===== src/rtl/sha1_padder.sv =====
// sha1_padder: byte-stream front end for the sha1 core.
// Collects message bytes into a 512-bit block, appends 0x80, zero fill and
// the 64-bit big-endian bit length, and presents each block over a
// valid/ready handshake. Byte 0 of a block sits at block_out[511:504].
// Optional feature macro: SHA1_PADDER_BLKCNT_EN adds a saturating
// emitted-block counter on block_count.
module sha1_padder (
   input  logic         clk,
   input  logic         reset,
   input  logic [7:0]   in_data,
   input  logic         in_valid,
   input  logic         in_last,
   output logic         in_ready,
   output logic [511:0] block_out,
   output logic         block_valid,
   output logic         block_last,
   input  logic         block_ready
`ifdef SHA1_PADDER_BLKCNT_EN
   ,
   output logic [15:0]  block_count
`endif
);

   typedef enum logic [1:0] {S_FILL, S_PAD, S_EMIT, S_LENBLK} state_t;

   state_t         state_q;
   logic [511:0]   buf_q;
   logic [6:0]     pos_q;
   logic [63:0]    len_q;
   logic           pad_pend_q;
   logic           valid_q;
   logic           last_q;

   logic [511:0]   fill_buf_d;
   logic [511:0]   pad_buf_d;

   // Buffer images: current byte written at pos, and the 0x80/zero/length
   // padding applied from pos onward.
   always_comb begin
      fill_buf_d = buf_q;
      pad_buf_d  = buf_q;
      for (int b = 0; b < 64; b++) begin
         if (pos_q == 7'(b)) begin
            fill_buf_d[511-8*b -: 8] = in_data;
            pad_buf_d[511-8*b -: 8]  = 8'h80;
         end else if (pos_q < 7'(b)) begin
            pad_buf_d[511-8*b -: 8]  = 8'h00;
         end
      end
      // Length fits behind the 0x80 only if the marker lands at byte 55 or lower.
      if (pos_q <= 7'd55) pad_buf_d[63:0] = len_q;
   end

   // Main FSM: fill, pad, emit and length-only block generation.
   always_ff @(posedge clk) begin
      if (!reset) begin
         state_q    <= S_FILL;
         buf_q      <= '0;
         pos_q      <= '0;
         len_q      <= '0;
         pad_pend_q <= 1'b0;
         valid_q    <= 1'b0;
         last_q     <= 1'b0;
      end else begin
         case (state_q)
            S_FILL: begin
               if (in_valid) begin
                  buf_q <= fill_buf_d;
                  pos_q <= pos_q + 7'd1;
                  len_q <= len_q + 64'd8;
                  if (pos_q == 7'd63) begin
                     // Block full: emit it now; a final byte here still owes padding.
                     state_q    <= S_EMIT;
                     valid_q    <= 1'b1;
                     last_q     <= 1'b0;
                     pad_pend_q <= in_last;
                  end else if (in_last) begin
                     state_q <= S_PAD;
                  end
               end
            end
            S_PAD: begin
               buf_q   <= pad_buf_d;
               valid_q <= 1'b1;
               state_q <= S_EMIT;
               if (pos_q <= 7'd55) begin
                  last_q <= 1'b1;
               end else begin
                  last_q     <= 1'b0;
                  pad_pend_q <= 1'b1;
               end
            end
            S_EMIT: begin
               if (block_ready) begin
                  valid_q <= 1'b0;
                  buf_q   <= '0;
                  if (last_q) begin
                     last_q  <= 1'b0;
                     pos_q   <= '0;
                     len_q   <= '0;
                     state_q <= S_FILL;
                  end else if (pad_pend_q) begin
                     pad_pend_q <= 1'b0;
                     // pos==64 means the data ended exactly on a block boundary,
                     // so the next block starts with the 0x80 marker.
                     if (pos_q == 7'd64) begin
                        pos_q   <= '0;
                        state_q <= S_PAD;
                     end else begin
                        state_q <= S_LENBLK;
                     end
                  end else begin
                     pos_q   <= '0;
                     state_q <= S_FILL;
                  end
               end
            end
            S_LENBLK: begin
               buf_q   <= {448'h0, len_q};
               last_q  <= 1'b1;
               valid_q <= 1'b1;
               state_q <= S_EMIT;
            end
            default: state_q <= S_FILL;
         endcase
      end
   end

   assign in_ready    = reset & (state_q == S_FILL);
   assign block_out   = buf_q;
   assign block_valid = valid_q;
   assign block_last  = last_q;

`ifdef SHA1_PADDER_BLKCNT_EN
   logic [15:0] cnt_q;

   // Saturating count of accepted blocks; only reset clears it.
   always_ff @(posedge clk) begin
      if (!reset) begin
         cnt_q <= '0;
      end else if (valid_q && block_ready && (cnt_q != 16'hFFFF)) begin
         cnt_q <= cnt_q + 16'd1;
      end
   end

   assign block_count = cnt_q;
`endif

endmodule

===== config.mk =====
export PLATFORM = sky130hd
export DESIGN_NAME = sha1_padder
export DESIGN_NICKNAME = d
export VERILOG_FILES = /design/src/rtl/sha1_padder.sv
export SDC_FILE = /design/constraint.sdc
export NUM_CORES = 1
export LEC_CHECK = 0
export ABC_AREA = 1
export CAP_MARGIN = 20
export CORE_MARGIN = 5
export CORE_UTILIZATION = 61
export CTS_CLUSTER_SIZE = 14
export DETAILED_ROUTE_END_ITERATION = 8
export DONT_BUFFER_PORTS = 1
export GPL_ROUTABILITY_DRIVEN = 0
export PLACE_DENSITY_LB_ADDON = 0.12
export SLEW_MARGIN = 5
export SYNTH_ARGS = -nofsm -noshare
export SYNTH_HDL_FRONTEND = slang
export SYNTH_SLANG_ARGS = --single-unit

===== constraint.sdc =====
create_clock -name clk -period 6.3 [get_ports clk]
set_input_delay 1.89 -clock clk [delete_from_list [all_inputs] [get_ports clk]]
set_output_delay 1.89 -clock clk [all_outputs]
set_load 0.005 [all_outputs]

==> metrics.cfg <==
[cts]
cts-hold-fix-buffers=0
cts_buffers=56
clk_pin_slew_ps=60
clock_latency_ps=620
cts_setup_buffers=0
ctsLongestPathBuffers=3
ctsResizeCount=0
htree_levels=2
cts.sinks=585
cts_tree=built
root_buffer=clkbuf_16

[power]
power.leakage_nw=10.56
peakVddDrop_mv=0.2926
p_per_area_nw_per_um2=589.3
fin_total_pwr_mw=15.37

[sta]
hold_viol_final=0
final.setup.tns_ps=0
whs_ps=467.0
finalClockSkew_ps=15.69
finalSetupViolations=0
slew-limit-headroom_pct=31.41
slew_viol_final=0
setup_slack_ps=1705
period_needed_ps=4595
fin_crit_sh_pct=72.93
fmax_mhz=217.6
tightest_slew_ps=1028
rsz0062_at_grt=false

[routing]
drtAntennaViolNets=0
drc=0
wl_per_cell_um=22.31
dr.pass1.iters=6
routed_wl_um=83620
drt_iter0_drc=2981
vias=22888
viasPerCell=6.107

[status]
status=finished, final reports clean

[synthesis]
synth-async-reset-ratio_pct=0
synth_cells=3311
synth-edff-count=0
ys_seq_area_share_pct=48.00
synth_warnings=0
ys.flop_type=dfxtp_1
syn_area_um2=24400
synth_seq_cells=585
synth_nets=3334
syn_avg_cell_area_um2=7.369
synth_cell_type_count=52

[critical_path]
cp_top_family=simple AND/OR/NAND/NOR gates
cp-end-kind=output port
criticalPathCategory=primary input to output port
path_buf_inv=1
slowest_stage=nand2_1
cp_slowest_stage_delay_ps=280
worst_setup_path_start_kind=primary input
cp_cell_sequence=nand2_1 > inv_1
crit_path_max_fanout=432
crit_required_ps=4410
critPathArrivalTime_ps=2700

[grt]
grt_pass1_wl_um=125800
grt_pass1_vias=20720
antenna_found_initial=0
grt_overflow=0
grt.total_usage_pct=35.64
grt_start_max_net_pins=433

[floorplan]
die_x_um=210.0
die_y_um=210.0
coreArea_um2=39640
start_util_pct=61.55
num_io_pins=528
rows=73
die-area_um2=44100

[placement]
portBuffers=0
dp.final_hpwl_um=57710
post-place-ws_ps=1629

[cells_and_area]
fin_util_pct=65.80
fin_nets=3200
antennaDiodeCount=0
area_delta_synth_final_pct=6.918
drive_gt1_share_pct=7.105

[worst_hold_path]
min_path_type=flip-flop to flip-flop

[flow_run]
max_cap_viol_count=0

-- per-layer routing --
layer,share of wire [%],GRT usage (%),vias to the layer above
met5,0,0,-
met4,4.5,14.02,0
met3,12,12.19,244
met2,45,56.64,1276
met1,38,45.06,10693
li1,-,-,10675
-- synthesized netlist by cell type (2+ instances only) --
cell type,number,share of area (%)
buf_2,32,0.66
a21oi_2,23,0.83
a211oi_2,8,0.41
o31ai_1,3,0.092
and2_1,2,0.051
nand2_1,440,6.8
buf_1,7,0.11
nor4_1,2,0.051
nand2_4,2,0.092
o2111ai_1,2,0.072
nand3_1,153,3.1
o21ai_2,9,0.32
nand2_2,14,0.36
buf_4,24,0.74
a21oi_4,2,0.13
inv_1,263,4.0
o21a_1,7,0.22
o221a_2,2,0.092
o21ai_0,484,9.9
nor3b_1,2,0.062
nor2_4,5,0.23
a21oi_1,394,8.1
inv_4,2,0.051
nor2_2,10,0.26
clkbuf_1,133,2.0
o21ai_4,2,0.13
a211oi_1,5,0.15
o211ai_1,4,0.12
or2_2,3,0.077
ha_1,10,0.51
o21ai_1,33,0.68
clkinv_2,2,0.041
a31oi_1,6,0.15
and3_1,2,0.051
nand4_1,72,1.8
dfxtp_1,585,48
buf_6,11,0.51
nor2_1,480,7.4
inv_2,29,0.45
nor3_1,30,0.62
-- report_power, final --
group	leakage, nW	internal [mW]	switching, mW
sequential	4.81	5.08	1.38
combinational	4.82	1.42	4.06
clock	0.928	1.98	1.45
total	10.6	8.48	6.89
-- cell type report --
type | instances | area [um2]
Inverter | 297 | 1122
Sequential cell | 585 | 11710
Timing Repair Buffer | 16 | 120.1
Tap cell | 525 | 656.9
Multi-Input combinational cell | 2221 | 10590
Fill cell | 3476 | 13560
Clock inverter | 16 | 183.9
Clock buffer | 88 | 1704
-- stage by stage --
stage               cell area (um2)  instances
global placement              24200       3644
floorplan                     24400       3311
CTS                           26090       3748
detailed placement            24200       3644
finish                        26090       3748
global route                  26090       3748
-- cells by family after synthesis --
group / Yosys count / synth area share, %
AOI/OAI and AO/OA: 988 / 21.57
adders and majority gates: 10 / 0.5128
and+or+nand+nor: 1221 / 21.17
DFF: 585 / 48.00
buffers and inverters: 505 / 8.677
xor gates and xnor gates: 2 / 0.07181
-- worst paths after layout --
path | cells after the start | endpoint | from | slack [ps]
hold / removal | 2 | block_out[67] | block_out[67] | 470
setup / recovery | 2 | in_ready | reset | 1710
setup reg to reg | 9 | block_out[456] | state_q[0] | 2460
hold reg to reg | 2 | block_out[67] | block_out[67] | 470
-- cell usage in the layout, fill, tap and decap left out, drive strengths merged --
cell | synthesis | final
a211oi | 13 | 13
a21boi | 1 | 1
a21oi | 419 | 419
a2bb2oi | 1 | 1
a31oi | 6 | 6
a41oi | 1 | 1
and2 | 2 | 2
and3 | 2 | 2
buf | 74 | 16
bufinv | 0 | 3
clkbuf | 134 | 88
clkinv | 3 | 13
clkinvlp | 0 | 1
dfxtp | 585 | 585
ha | 10 | 10
inv | 294 | 296
nand2 | 457 | 457
nand3 | 153 | 153
nand3b | 1 | 1
nand4 | 72 | 72
nor2 | 495 | 495
nor3 | 31 | 31
nor3b | 2 | 2
nor4 | 2 | 2
o2111ai | 2 | 2
o211ai | 5 | 5
o21a | 7 | 7
o21ai | 528 | 528
o221a | 2 | 2
o31ai | 3 | 3
or2 | 4 | 4
xnor2 | 1 | 1
xor2 | 1 | 1
-- state kept, by name (all words and copies together) (netlist names) --
signal       count
block_out      512
len_q           61
pos_q            7
state_q          2
block_last       1
block_valid      1
pad_pend_q       1
No activity file was read; power rests on OpenSTA's default activity.
